==> src/rtl/reg_file.sv <==
// Register file: 2^ADDR_W x DATA_W storage, two combinational read ports, a debug read port,
// one write port and a 16-bit committed-write counter.
// Register 0 is hard-wired to zero. Synchronous active-high reset clears storage and counter.
// Optional macro RF_BYPASS_EN forwards wb_data to rf_ra/rf_rb on a same-cycle index match
// (debug port is never bypassed).
module reg_file #(
  parameter int unsigned DATA_W = 32,
  parameter int unsigned ADDR_W = 5
) (
  input  logic              clk,
  input  logic              rst,
  input  logic [ADDR_W-1:0] cu_rs,
  input  logic [ADDR_W-1:0] cu_rt,
  input  logic              cu_wreg,
  input  logic [ADDR_W-1:0] cu_wn,
  input  logic [DATA_W-1:0] wb_data,
  output logic [DATA_W-1:0] rf_ra,
  output logic [DATA_W-1:0] rf_rb,
  input  logic [ADDR_W-1:0] dbg_idx,
  output logic [DATA_W-1:0] dbg_data,
  output logic [15:0]       rf_wcnt
);

  localparam int unsigned Depth = 1 << ADDR_W;

  logic [DATA_W-1:0] regs_q [Depth];
  logic [DATA_W-1:0] regs_d [Depth];
  logic [15:0]       wcnt_q, wcnt_d;
  logic              wr_en;

  // Next-state: commit a write only to a non-zero index; per-entry compare so an unknown
  // index cannot disturb entries it does not match.
  always_comb begin
    wr_en  = cu_wreg && (cu_wn != '0);
    regs_d = regs_q;
    wcnt_d = wcnt_q;
    for (int unsigned i = 1; i < Depth; i++) begin
      if (wr_en && (cu_wn == ADDR_W'(i))) begin
        regs_d[i] = wb_data;
      end
    end
    if (wr_en) begin
      wcnt_d = wcnt_q + 16'd1;
    end
    regs_d[0] = '0;
  end

  // State register; reset overrides any concurrent write.
  always_ff @(posedge clk) begin
    if (rst) begin
      for (int unsigned i = 0; i < Depth; i++) begin
        regs_q[i] <= '0;
      end
      wcnt_q <= '0;
    end else begin
      regs_q <= regs_d;
      wcnt_q <= wcnt_d;
    end
  end

  // Combinational read ports; index 0 always reads zero.
  always_comb begin
    rf_ra    = (cu_rs   == '0) ? '0 : regs_q[cu_rs];
    rf_rb    = (cu_rt   == '0) ? '0 : regs_q[cu_rt];
    dbg_data = (dbg_idx == '0) ? '0 : regs_q[dbg_idx];
`ifdef RF_BYPASS_EN
    if (wr_en && (cu_rs == cu_wn)) begin
      rf_ra = wb_data;
    end
    if (wr_en && (cu_rt == cu_wn)) begin
      rf_rb = wb_data;
    end
`endif
  end

  assign rf_wcnt = wcnt_q;

endmodule

==> config.mk <==
export PLATFORM = sky130hd
export DESIGN_NAME = reg_file
export DESIGN_NICKNAME = d
export VERILOG_FILES = /design/src/rtl/reg_file.sv
export SDC_FILE = /design/constraint.sdc
export NUM_CORES = 2
export LEC_CHECK = 0
export CORE_MARGIN = 10
export CORE_UTILIZATION = 25
export CTS_CLUSTER_DIAMETER = 80
export DETAILED_ROUTE_END_ITERATION = 12
export SYNTH_ARGS = -nofsm -noshare
export SYNTH_HDL_FRONTEND = slang
export SYNTH_SLANG_ARGS = --single-unit
==> constraint.sdc <==
create_clock -name clk -period 2.1 [get_ports clk]
set_input_delay 0.315 -clock clk [delete_from_list [all_inputs] [get_ports clk]]
set_output_delay 0.315 -clock clk [all_outputs]
set_load 0.02 [all_outputs]
==> results.json <==
{
  "ios": 167,
  "start_util": 0.251,
  "slew_headroom": 0.555,
  "worst_pin_slew_ns": 0.668,
  "clk-insertion-delay-late_ns": 0.76,
  "timing.fmax_ghz": 0.339,
  "postSynth.asyncResetShare": 0,
  "htree_levels": 3,
  "die_w_um": 506,
  "violations": "negative setup slack",
  "switchingPower_mw": 12.8,
  "cts_tree": "yes",
  "cts_max_path_buffers": 3,
  "numPortBuffers": 166,
  "ys_warn_count": 0,
  "fin_crit_sh": 1.40,
  "syn2layout_area_growth_pct": 34.8,
  "netlist_instances": 6414,
  "p_int_mw": 33.9,
  "arrival_ns": 2.63,
  "synth_common_cells": "2061 x nand2_1, 1029 x a21oi_1, 1008 x dfxtp_1, 663 x mux4_2, 514 x clkbuf_1",
  "grt_max_degree": 116,
  "critPathMaxFanout": 2,
  "synth_top_area_frac": 0.342,
  "rsz0062_at_grt": "true",
  "dieArea_mm2": 0.256,
  "layout_min_cycle_time_ns": 2.95,
  "grt_use_total": 0.219,
  "finalHoldViolations": 0,
  "p_seq_frac": 0.415,
  "syn_nets": 6470,
  "dp.cells": 9903,
  "wl_per_cell_um": 29.0,
  "cpMaxStageDelayCell": "mux4_2",
  "p_leak_nw": 27.1,
  "rows": 178,
  "yosysSeqAreaShare": 0.342,
  "cp_slowest_stage_delay_ns": 0.49,
  "dr_total_vias": 59600,
  "antenna_found_initial": 14,
  "required_ns": 1.78,
  "drive_above_1_share": 0.366,
  "layoutNonFillerInstCount": 10200,
  "critical_path_class": "reg2out",
  "worstHoldStart": "wb_data[8]",
  "ir_drop_v": 0.000517,
  "p_total_mw": 46.7,
  "crit_family": "multiplexers",
  "grt_pass1_vias": 57500,
  "worst_slack_ns": -0.847,
  "gp_congestion": 0.960,
  "post-route-drc-count": 0,
  "hold_slack_ns": 0.362,
  "p_per_area_mw_per_mm2": 588,
  "yosysUniqueCellTypes": 50,
  "setup_viol": 96,
  "power_frac_comb": 0.143,
  "syn_area_per_cell_um2": 9.19,
  "yosys.cell_count.top_type": "nand2_1",
  "ys_seq_elements": 1008,
  "wl_mm": 295,
  "numClockSinks": 1008,
  "startpoint": "regs_q[521]$_SDFFE_PP0P_",
  "synthesis.area_mm2": 0.0590,
  "synth_area_leaders": "dfxtp_1 34%, mux4_2 25%, nand2_1 13%",
  "first_pass_iters": 8,
  "cp_num_buf_inv": 2,
  "critPathCaptureType": "output port",
  "path_clk_slew_ns": 0.06,
  "status": "complete, but fails checks",
  "fillers": 23300,
  "crit_chain": "buf_6 > mux4_2 > mux4_2 > mux2_4 > buf_6",
  "ctsRootBufferMaster": "clkbuf_16",
  "grt_pass1_wl_mm": 417,
  "startpoint_type": "flop",
  "p_sw_frac": 0.274,
  "ant_nets": 0,
  "fin_skew_ns": 0.0141,
  "core_area_mm2": 0.235,
  "hold_path_class": "in2reg",
  "synth_top_area_cell": "dfxtp_1",
  "register_area_mm2": 0.0205,
  "drv_slew": 0,
  "drv_cap": 0,
  "clkPwrFrac": 0.441,
  "ys.flop_type": "dfxtp_1",
  "cts_buffers": 105,
  "viasPerCell": 5.85,
  "multi_input_area_mm2": 0.0377,
  "dpl.hpwl_mm": 199,
  "drtIter0Drc": 9167,
  "synth-edff-count": 0,
  "r2r-start": "rf_wcnt[0]$_SDFFE_PP0P_",
  "grt.overflow.total": 0,
  "final_nets": 6998,
  "die_y_um": 506
}
[cells in the final DEF (no fill, tap or decap), types with 9 or more instances in the layout]
cell / n
buf_4: 617
dfxtp_1: 718
nand2_1: 2029
dlygate4sd2_1: 12
buf_6: 99
o21ai_0: 11
clkbuf_16: 112
a221oi_1: 61
buf_12: 326
nor2_1: 70
clkbuf_8: 37
nand2_4: 10
bufinv_16: 11
inv_1: 19
o211ai_1: 19
o221ai_2: 18
and3_4: 9
mux4_2: 663
nor2_4: 21
o22ai_1: 10
a21oi_1: 1029
mux2i_1: 210
clkbuf_1: 14
nor2_2: 10
a22oi_2: 11
mux2i_2: 32
a2111o_1: 64
a31oi_4: 11
dfxtp_2: 289
clkdlybuf4s50_1: 41
mux2_4: 18
a31oi_1: 15
clkinv_2: 14
mux2_2: 95
a22oi_1: 25
a221o_1: 19
o221ai_4: 46
nand2_2: 22
[what timing repair did]
item | in CTS | in global routing
hold buffers | 1 | 0
setup endpoints to repair | 108 | 97
gates resized for setup | 504 | 143
pin swaps | 113 | 71
endpoints found under the hold margin | 10 | 0
setup buffers | 64 | 22
cloned | 5 | 3
[worst reg2reg max path: cells and delay by family, from the launching register on]
family	cells	cell delay, ns
AO/OA/AOI/OAI	2	0.32
AND/OR/NAND/NOR	1	0.49
flip-flops	1	0.40
adder cells (fa/ha/maj)	1	0.22
buffers and inverters	1	0.19
[path summary, 6_finish.rpt]
path	slack [ns]	cells after the start	end
min	0.36	4	regs_q[8]$_SDFFE_PP0P_
min reg2reg	0.47	2	regs_q[301]$_SDFFE_PP0P_
max	-0.85	5	rf_rb[9]
max reg2reg	0.40	5	rf_wcnt[10]$_SDFFE_PP0P_
[sequential cells by signal, indices dropped and copies added, names as in the netlist]
name     flops
regs_q     992
rf_wcnt     16
[power by group through the flow]
stage	Combinational, mW	Clock [mW]	Sequential [mW]
2_1_floorplan	3.08	0	19.8
3_3_place_gp	6.16	0	19.8
3_5_place_dp	6.19	0	19.8
4_1_cts	6.48	20.6	19.4
5_1_grt	6.81	21.4	19.4
6_report	6.70	20.6	19.4
[logic make-up (layout without fill, tap and decap cells)]
group,Yosys count,after routing,synth area share
DFF,1008,1008,0.342
and+or+nand+nor,2264,2264,0.149
xor gates and xnor gates,5,5,0.000743
adders and majority gates,1,1,0.000212
other,0,4,0
AOI/OAI and AO/OA,1389,1389,0.139
muxes,1023,1023,0.317
buffers and inverters,724,1335,0.0513
[metrics by stage]
stage               TNS (ns)   util  setup WS (ns)  cell area [um^2]
floorplan             -0.307      -        -0.0290             59800
global placement     -204.56  0.311         -0.952             73000
detailed placement   -219.03  0.311         -0.908             73000
CTS                   -62.16  0.336         -0.866             79000
global route          -64.29  0.338         -0.875             79500
finish                -62.14  0.338         -0.847             79500
[metal layers]
metal / global-route usage / share of wire / vias to the layer above
li1: - / - / 24300
met1: 0.261 / 0.35 / 29000
met2: 0.326 / 0.43 / 4828
met3: 0.0580 / 0.12 / 1415
met4: 0.186 / 0.10 / 10
met5: 0 / 0.00022 / -
[area by class of cell]
cell class	count	area share
antenna	4	0.000126
sequential	1008	0.259
clock inverter	34	0.00649
clock buffer	156	0.0406
timing repair buffer	1125	0.169
tap	3150	0.0496
multi-input combinational	4682	0.475
inverter	20	0.000960
No activity file was read; power rests on OpenSTA's default activity.
